## src/rtl/mem_port_arbiter_if.sv

```systemverilog
// Bundle of the I-cache, D-cache and memory-side signals of the shared memory-port arbiter.
// The slave modport is the arbiter's view and the master modport is the surrounding system's view.
interface mem_port_arbiter_if #(
  parameter int unsigned ADDR_W = 28,
  parameter int unsigned DATA_W = 128
);
  logic              i_read;
  logic [ADDR_W-1:0] i_addr;
  logic [DATA_W-1:0] i_rdata;
  logic              i_ready;
  logic              d_read;
  logic              d_write;
  logic [ADDR_W-1:0] d_addr;
  logic [DATA_W-1:0] d_wdata;
  logic [DATA_W-1:0] d_rdata;
  logic              d_ready;
  logic              mem_read;
  logic              mem_write;
  logic [ADDR_W-1:0] mem_addr;
  logic [DATA_W-1:0] mem_wdata;
  logic [DATA_W-1:0] mem_rdata;
  logic              mem_ready;

  modport slave (
    input  i_read, i_addr, d_read, d_write, d_addr, d_wdata, mem_rdata, mem_ready,
    output i_rdata, i_ready, d_rdata, d_ready, mem_read, mem_write, mem_addr, mem_wdata
  );

  modport master (
    output i_read, i_addr, d_read, d_write, d_addr, d_wdata, mem_rdata, mem_ready,
    input  i_rdata, i_ready, d_rdata, d_ready, mem_read, mem_write, mem_addr, mem_wdata
  );
endinterface

```

## src/rtl/mem_port_arbiter.sv

```systemverilog
// Round-robin arbiter giving the I-cache and D-cache whole-line access to one slow memory port.
// Each transaction finishes with a one-cycle DONE state, which discards the finishing cache's still-held request.
module mem_port_arbiter #(
  parameter int unsigned ADDR_W = 28,
  parameter int unsigned DATA_W = 128
) (
  input  logic                clk,
  input  logic                rst,
  mem_port_arbiter_if.slave   bus
);

  typedef enum logic [1:0] {IDLE, I_BUSY, D_BUSY, DONE} state_e;

  state_e            state_q, state_d;
  logic              last_i_q, last_i_d;
  logic              mem_read_q, mem_read_d;
  logic              mem_write_q, mem_write_d;
  logic [ADDR_W-1:0] mem_addr_q, mem_addr_d;
  logic [DATA_W-1:0] mem_wdata_q, mem_wdata_d;
  logic [DATA_W-1:0] i_rdata_q, i_rdata_d;
  logic [DATA_W-1:0] d_rdata_q, d_rdata_d;
  logic              i_ready_q, i_ready_d;
  logic              d_ready_q, d_ready_d;

  logic ireq, dreq, grant_i, grant_d;

  // On a tie, the grant goes to the side that did not win last time.
  assign ireq    = bus.i_read;
  assign dreq    = bus.d_read | bus.d_write;
  assign grant_i = ireq & (~dreq | ~last_i_q);
  assign grant_d = dreq & ~grant_i;

  always_comb begin
    state_d     = state_q;
    last_i_d    = last_i_q;
    mem_read_d  = mem_read_q;
    mem_write_d = mem_write_q;
    mem_addr_d  = mem_addr_q;
    mem_wdata_d = mem_wdata_q;
    i_rdata_d   = i_rdata_q;
    d_rdata_d   = d_rdata_q;
    i_ready_d   = 1'b0;
    d_ready_d   = 1'b0;

    unique case (state_q)
      IDLE: begin
        if (grant_i) begin
          state_d     = I_BUSY;
          mem_addr_d  = bus.i_addr;
          mem_read_d  = 1'b1;
          mem_write_d = 1'b0;
          last_i_d    = 1'b1;
        end else if (grant_d) begin
          state_d     = D_BUSY;
          mem_addr_d  = bus.d_addr;
          mem_wdata_d = bus.d_wdata;
          mem_write_d = bus.d_write;
          mem_read_d  = ~bus.d_write;
          last_i_d    = 1'b0;
        end
      end
      I_BUSY: begin
        if (bus.mem_ready) begin
          state_d     = DONE;
          mem_read_d  = 1'b0;
          mem_write_d = 1'b0;
          i_rdata_d   = bus.mem_rdata;
          i_ready_d   = 1'b1;
        end
      end
      D_BUSY: begin
        if (bus.mem_ready) begin
          state_d     = DONE;
          mem_read_d  = 1'b0;
          mem_write_d = 1'b0;
          if (mem_read_q) d_rdata_d = bus.mem_rdata;
          d_ready_d   = 1'b1;
        end
      end
      DONE: state_d = IDLE;
      default: state_d = IDLE;
    endcase
  end

  always_ff @(posedge clk) begin
    if (!rst) begin
      state_q     <= IDLE;
      last_i_q    <= 1'b0;
      mem_read_q  <= 1'b0;
      mem_write_q <= 1'b0;
      mem_addr_q  <= '0;
      mem_wdata_q <= '0;
      i_rdata_q   <= '0;
      d_rdata_q   <= '0;
      i_ready_q   <= 1'b0;
      d_ready_q   <= 1'b0;
    end else begin
      state_q     <= state_d;
      last_i_q    <= last_i_d;
      mem_read_q  <= mem_read_d;
      mem_write_q <= mem_write_d;
      mem_addr_q  <= mem_addr_d;
      mem_wdata_q <= mem_wdata_d;
      i_rdata_q   <= i_rdata_d;
      d_rdata_q   <= d_rdata_d;
      i_ready_q   <= i_ready_d;
      d_ready_q   <= d_ready_d;
    end
  end

  assign bus.mem_read  = mem_read_q;
  assign bus.mem_write = mem_write_q;
  assign bus.mem_addr  = mem_addr_q;
  assign bus.mem_wdata = mem_wdata_q;
  assign bus.i_rdata   = i_rdata_q;
  assign bus.d_rdata   = d_rdata_q;
  assign bus.i_ready   = i_ready_q;
  assign bus.d_ready   = d_ready_q;

endmodule

```

## src/flat_wrapper.sv

```systemverilog
// flat-port wrapper written by rule: the top's interface ports become plain ports
module mem_port_arbiter_flat 
#(
  parameter int unsigned ADDR_W = 28,
  parameter int unsigned DATA_W = 128
)
  (clk, rst, bus_i_read, bus_i_addr, bus_d_read, bus_d_write, bus_d_addr, bus_d_wdata, bus_mem_rdata, bus_mem_ready, bus_i_rdata, bus_i_ready, bus_d_rdata, bus_d_ready, bus_mem_read, bus_mem_write, bus_mem_addr, bus_mem_wdata);
  mem_port_arbiter_if #(.ADDR_W(ADDR_W), .DATA_W(DATA_W)) bus_i ();
  input  logic clk;
  input  logic rst;
  input wire logic [$bits(bus_i.i_read)-1:0] bus_i_read;
  input wire logic [$bits(bus_i.i_addr)-1:0] bus_i_addr;
  input wire logic [$bits(bus_i.d_read)-1:0] bus_d_read;
  input wire logic [$bits(bus_i.d_write)-1:0] bus_d_write;
  input wire logic [$bits(bus_i.d_addr)-1:0] bus_d_addr;
  input wire logic [$bits(bus_i.d_wdata)-1:0] bus_d_wdata;
  input wire logic [$bits(bus_i.mem_rdata)-1:0] bus_mem_rdata;
  input wire logic [$bits(bus_i.mem_ready)-1:0] bus_mem_ready;
  output wire logic [$bits(bus_i.i_rdata)-1:0] bus_i_rdata;
  output wire logic [$bits(bus_i.i_ready)-1:0] bus_i_ready;
  output wire logic [$bits(bus_i.d_rdata)-1:0] bus_d_rdata;
  output wire logic [$bits(bus_i.d_ready)-1:0] bus_d_ready;
  output wire logic [$bits(bus_i.mem_read)-1:0] bus_mem_read;
  output wire logic [$bits(bus_i.mem_write)-1:0] bus_mem_write;
  output wire logic [$bits(bus_i.mem_addr)-1:0] bus_mem_addr;
  output wire logic [$bits(bus_i.mem_wdata)-1:0] bus_mem_wdata;
  assign bus_i.i_read = bus_i_read;
  assign bus_i.i_addr = bus_i_addr;
  assign bus_i.d_read = bus_d_read;
  assign bus_i.d_write = bus_d_write;
  assign bus_i.d_addr = bus_d_addr;
  assign bus_i.d_wdata = bus_d_wdata;
  assign bus_i.mem_rdata = bus_mem_rdata;
  assign bus_i.mem_ready = bus_mem_ready;
  assign bus_i_rdata = bus_i.i_rdata;
  assign bus_i_ready = bus_i.i_ready;
  assign bus_d_rdata = bus_i.d_rdata;
  assign bus_d_ready = bus_i.d_ready;
  assign bus_mem_read = bus_i.mem_read;
  assign bus_mem_write = bus_i.mem_write;
  assign bus_mem_addr = bus_i.mem_addr;
  assign bus_mem_wdata = bus_i.mem_wdata;
  mem_port_arbiter #(.ADDR_W(ADDR_W), .DATA_W(DATA_W)) u_core (.clk(clk), .rst(rst), .bus(bus_i));
endmodule
```

## config.mk

```make
export PLATFORM = sky130hd
export DESIGN_NAME = mem_port_arbiter_flat
export DESIGN_NICKNAME = d
export VERILOG_FILES = /design/src/rtl/mem_port_arbiter_if.sv /design/src/rtl/mem_port_arbiter.sv /design/src/flat_wrapper.sv
export SDC_FILE = /design/constraint.sdc
export NUM_CORES = 1
export LEC_CHECK = 0
export CORE_AREA = 2 2 282 284
export CTS_CLUSTER_DIAMETER = 200
export CTS_CLUSTER_SIZE = 14
export DETAILED_ROUTE_END_ITERATION = 8
export DIE_AREA = 0 0 284 286
export GPL_TIMING_DRIVEN = 1
export HOLD_SLACK_MARGIN = 0.12
export PLACE_DENSITY_LB_ADDON = 0.3
export SLEW_MARGIN = 20
export SYNTH_ARGS = -nofsm -noshare
export SYNTH_HDL_FRONTEND = slang
export SYNTH_SLANG_ARGS = --single-unit
```

## constraint.sdc

```tcl
create_clock -name clk -period 2.05 [get_ports clk]
set_clock_uncertainty 0.15 [all_clocks]
set_input_delay 0.41 -clock clk [delete_from_list [all_inputs] [get_ports clk]]
set_output_delay 0.41 -clock clk [all_outputs]
set_load 0.02 [all_outputs]
```

**Word-level counts from Yosys, hierarchy flattened**

Index checks and enable logic that the tools add are counted.

- Add/subtract/negate cells: 0
- Multipliers: 0
- Div/mod/pow operators: 0
- Order comparisons: 0
- Equal/unequal tests: 5
- Shift-type cells: 0
- Multiplexer cells: 16
- Bitwise logic cells: 8
- Reductions and logical operators: 12

Operators with widths:

| kind | count |
|---|---|
| 28-bit 2-to-1 mux | 2 |
| 2-bit AND reduction | 5 |
| 3-bit AND reduction | 3 |
| 1-bit 2-to-1 mux | 8 |
| 2-bit 2-to-1 mux | 3 |
| 2-bit case mux with 3 select lines | 1 |
| 2-bit == test (second input constant) | 2 |
| 1-bit inverter | 4 |
| 1-bit case mux with 2 select lines | 2 |
| 2-bit nonzero test | 2 |
| 3-bit by 1-bit inequality test with 1-bit output (second input constant) | 1 |
| 1-bit AND | 2 |
| 2-bit by 1-bit == test with 1-bit output (second input constant) | 1 |
| 2-bit logical NOT | 1 |
| 2-bit by 1-bit inequality test with 1-bit output (second input constant) | 1 |
| 1-bit bitwise OR | 2 |
| 2-bit OR reduction | 1 |

- Register bits: 419
- Bits in latches: 0
- Bits in writable memories: 0
- Memory bits (read-only): 0
- Bits of input ports: 318
- Logic and storage cells: 51
- Memories kept: 0

**Longest topological paths before layout**

- Depth after elaboration: 9
- Mapped depth: 7

**Worst setup path before layout**

OpenSTA, ideal clock, no wires.

- Path kind: register -> register
- Start: register u_core.state_q[0]
- End: register u_core.mem_read_q, in the netlist u_core.bus.mem_read
- Arrival time: 1357 ps
- Data required time: 1828 ps
- Slack: 471 ps
- Stages on the path, launching flop included: 6
- Buffers on the path: 0
- Period minus slack after synthesis: 1579 ps
- Cells stage by stage: dfxtp_1 > inv_1 > ha_1 > nor2b_1 > nor3_1 > mux2i_1

- Longest elaborated chain between the ends: 4

RTL lines:

| item | line | source |
|---|---|---|
| from (decl) | mem_port_arbiter.sv:14 | `state_e state_q, state_d;` |
| from (signal assigned) | mem_port_arbiter.sv:98 | `state_q <= state_d;` |
| 2-bit by 1-bit == test with 1-bit output or 2-bit == test (tied branches) | mem_port_arbiter.sv:45 | `unique case (state_q)` |
| 2-bit OR reduction (no source line) | - |  |
| 2-bit by 1-bit inequality test with 1-bit output (no source line) or 2-bit nonzero test (tied branches) | - |  |
| 3-bit AND reduction (no source line) | - |  |
| to (signal assigned) | mem_port_arbiter.sv:100 | `mem_read_q <= mem_read_d;` |
| to (decl) | mem_port_arbiter.sv:16 | `logic mem_read_q, mem_read_d;` |

Several ways; a longest one is shown, not always the timed one.
A chain may end at the register's enable or synchronous reset.

**Worst setup path in the final report**

- Start: register u_core.mem_wdata_q[111], in the netlist u_core.bus.mem_wdata[111]
- End: output port bus_mem_wdata[111]

RTL lines:

| item | line | source |
|---|---|---|
| from (decl) | mem_port_arbiter.sv:19 | `logic [DATA_W-1:0] mem_wdata_q, mem_wdata_d;` |
| from (signal assigned) | mem_port_arbiter.sv:103 | `mem_wdata_q <= mem_wdata_d;` |
| to (decl) | flat_wrapper.sv:26 | `output wire logic [$bits(bus_i.mem_wdata)-1:0] bus_mem_wdata;` |

No word-level cell between the ends.

==> results by group <==
Floorplanning
  • Die Area: 81,220 µm²
  • Std-Cell Core Area: around 78,000 µm²
  • Initial Utilization: 20.88%
  • Total number of placement rows: around 100
  • I/O pin count: 734
  • Die extent in x: 284 µm
  • Chip Height: 286 µm

Route
  • First-iteration detailed-routing DRC count: 739
  • Detail Route Antenna Nets: 0
  • DRC violation count after routing: 0
  • Ratio of routed vias to standard cells: 4.286
  • First-pass iteration count of the detailed router: 5
  • Average wire per cell in the routed design: 18.29 µm
  • Via count: 15,730
  • Final routed wirelength across all metal layers: 67,130 µm

Setup path
  • Delay-heaviest family, CP: flip-flops
  • Critical path startpoint category: flip-flop
  • Critical path type: reg -> out
  • Total stage count of the critical path: 1
  • CP cell instances: dlygate4sd2_1
  • Slowest stage cell, crit path: sky130_fd_sc_hd__dfxtp_1
  • Data arrival at the endpoint of the critical path: 1.39 ns
  • Worst-path maximum fanout: 2
  • Slowest Stage Delay on Critical Path: 0.44 ns
  • Register-to-Register Path Depth: 7
  • Kind of end point of the critical path: primary output
  • Worst path buffer plus inverter count: 1
  • CP required: 1.49 ns

Placed design
  • Worst slack, placed: -0.1033 ns
  • Number of cells in the design after placement: 3,630
  • Port bufs: 733
  • Area after DPL: 25,580 µm²
  • Half-perimeter wire length after placement: 50,950 µm
  • GPL Wtd Cong: 0.8290

Layout
  • Final standard cell area without fillers: 25,970 µm²
  • Syn-to-layout area delta: 58.74%
  • Net count, final: 2,941
  • Most used cells in the layout excluding fill and tap cells: 516 x sky130_fd_sc_hd__nand2_1, 419 x sky130_fd_sc_hd__dfxtp_1, 416 x sky130_fd_sc_hd__dlygate4sd2_1, 316 x sky130_fd_sc_hd__clkdlybuf4s50_1, 202 x sky130_fd_sc_hd__a21boi_0
  • Non-filler cells in the finished layout: 3,670
  • Most frequent standard cell in the layout excluding fill and tap cells: sky130_fd_sc_hd__nand2_1
  • Fraction of final layout cells with drive strength greater than 1: roughly 6.6%
  • Utilization after layout: roughly a third

Clock network
  • TritonCTS clock tree: built
  • Total number of H-tree levels: 2
  • CTS Buf Count: 35
  • CTS sink count: 419
  • Source-to-sink clock delay at the later pin of the worst-skew pair: roughly 0.55 ns
  • Buffer cell driving the clock tree root: sky130_fd_sc_hd__clkbuf_16
  • Maximum buffer depth of the clock tree: 3
  • Clk slew on worst S/H paths: approximately 0.070 ns

Logic synthesis
  • Fraction of the yosys area taken by sequential cells: 51.28%
  • Synth Flop Type: sky130_fd_sc_hd__dfxtp_1
  • Post-synthesis instance area: 16,360 µm²
  • Area share of the leading cell type in the synthesized netlist: about half
  • Cell taking the most area after synthesis: sky130_fd_sc_hd__dfxtp_1
  • Post-synthesis cell count: about 1,900
  • Number of distinct library cells after synthesis: 35
  • Average cell area after synthesis: 8.601 µm²
  • Post-Syn Nets: 2,225
  • Fraction of registers with async set or reset after synthesis: 0%
  • Yosys Warn Count: 0
  • Number of flops mapped to enable cells by yosys: 0
  • Synth area leaders: sky130_fd_sc_hd__dfxtp_1 51%, sky130_fd_sc_hd__nand2_1 12%, sky130_fd_sc_hd__a21boi_0 9.3%, sky130_fd_sc_hd__a21boi_1 8.4%, sky130_fd_sc_hd__o21ai_0 4.9%
  • Number of synthesized register bits: between 400 and 500

Timing
  • Final count of hold timing violations: 0
  • Post-Route Setup TNS: 0 ns
  • Shortest period the worst path allows: 1.950 ns
  • Achievable Freq: 512.7 MHz
  • Least-Margin Pin Slew: about 0.39 ns
  • Final WS setup: roughly 0.10 ns
  • Final setup fails: 0
  • Relative slew margins: 73.86%
  • Final-report max-slew violation count: 0
  • RSZ-0062 raised after global routing: false
  • Share of the cycle needed by the critical path after routing: a little over nine tenths

Power and ir drop
  • Areal power density over the cells: a little under 1000 nW/µm²
  • IR Drop Worst-Case VDD: just under 0.6 mV
  • LEAKAGE: around 11 nW

Hold path
  • Worst hold-check path type: in -> reg
  • Worst hold stages: 3

GRT
  • Pin count of the biggest net entering global routing: 73
  • Global-route wire length before repair: roughly 99,000 µm
  • Initial antenna violation count: 3
  • Total congestion overflow after global routing: 0
  • GRT Overall Usage: 15.70%
  • Number of global-route vias before repair: 15,340

Status
  • Result of the run: complete, no violations

Flow run
  • Max-capacitance violation count: 0
logic make-up (layout without fill, tap and decap cells):
kind of cell	Yosys count	count (layout)	synth area share (%)
and+or+nand+nor	687	687	17.20
AOI/OAI and AO/OA	607	607	24.90
DFF	419	419	51.28
buffers and inverters	181	897	6.042
adders and majority gates	5	5	0.3824
muxes	3	3	0.1912
other	0	2	0
per-layer routing:
layer | part of all wire, % | wire length, µm | up-vias | GRT usage, %
met2 | 49 | 33220 | 449 | 27.39
li1 | - | - | 7830 | -
met3 | 6.4 | 4277 | 90 | 3.820
met1 | 41 | 27730 | 7361 | 18.90
met5 | 0 | 0 | - | 0
met4 | 2.8 | 1898 | 0 | 5.145
flip-flops by register name, summed over array words and instances, names as in the netlist:
name / flops
u_core.bus.d_rdata: 128
u_core.bus.d_ready: 1
u_core.bus.i_rdata: 128
u_core.bus.i_ready: 1
u_core.bus.mem_addr: 28
u_core.bus.mem_read: 1
u_core.bus.mem_wdata: 128
u_core.bus.mem_write: 1
u_core.last_i_q: 1
u_core.state_q: 2
report_power, final:
group          leakage, nW  total [mW]  switching (mW)  internal, mW
sequential            3.41        9.81           0.563          9.25
combinational         7.00        9.49            5.60          3.89
clock                0.437        6.16            3.12          3.04
total                 10.8        25.5            9.28          16.2
worst paths after layout:
path,endpoint,slack (ns),from
hold reg to reg,u_core.bus.d_rdata[10],0.30,u_core.bus.d_rdata[10]
hold / removal,u_core.bus.mem_wdata[13],0.26,bus_d_wdata[13]
setup reg to reg,u_core.bus.mem_wdata[88],0.16,u_core.state_q[0]
setup / recovery,bus_mem_wdata[111],0.1,u_core.bus.mem_wdata[111]
cell type report:
type	instances	area [µm²]
antenna	2	5.005
sequential	419	8388
multi-input combinational	1302	7034
inverter	4	15.01
timing repair buffer	856	8323
fill	8526	52390
clock buffer	36	879.6
clock inverter	1	8.758
tap	1050	1314
synthesized netlist by cell type, types with 2 or more instances:
| cell | count |
|---|---|
| sky130_fd_sc_hd__buf_4 | 23 |
| sky130_fd_sc_hd__nor2b_1 | 4 |
| sky130_fd_sc_hd__o21a_2 | 2 |
| sky130_fd_sc_hd__mux2i_1 | 2 |
| sky130_fd_sc_hd__o21ai_1 | 23 |
| sky130_fd_sc_hd__o21ai_2 | 2 |
| sky130_fd_sc_hd__a21boi_1 | 183 |
| sky130_fd_sc_hd__clkbuf_2 | 9 |
| sky130_fd_sc_hd__inv_1 | 4 |
| sky130_fd_sc_hd__clkbuf_1 | 60 |
| sky130_fd_sc_hd__nand2_1 | 517 |
| sky130_fd_sc_hd__dfxtp_1 | 419 |
| sky130_fd_sc_hd__buf_2 | 67 |
| sky130_fd_sc_hd__ha_1 | 5 |
| sky130_fd_sc_hd__a31oi_1 | 27 |
| sky130_fd_sc_hd__o21ai_0 | 161 |
| sky130_fd_sc_hd__and3_1 | 3 |
| sky130_fd_sc_hd__nand3_1 | 157 |
| sky130_fd_sc_hd__a21boi_0 | 202 |
| sky130_fd_sc_hd__buf_6 | 17 |
per-stage QoR:
stage | total power [mW] | hold slack, ns
after global routing | 26.89 | 0.2406
after global placement | 20.37 | 0.2909
final | 25.47 | 0.2627
after floorplan | 15.06 | 0.3291
after detailed placement | 20.36 | 0.2938
after CTS | 25.90 | 0.2086
what timing repair did:
item                                    in CTS  in global routing
hold endpoints to repair                    20                  0
endpoints found under the setup margin     416                  0
setup buffers                                0                  0
hold buffers                                 1                  0
resized for setup                          416                  0
(Power assumes the default switching activity.)
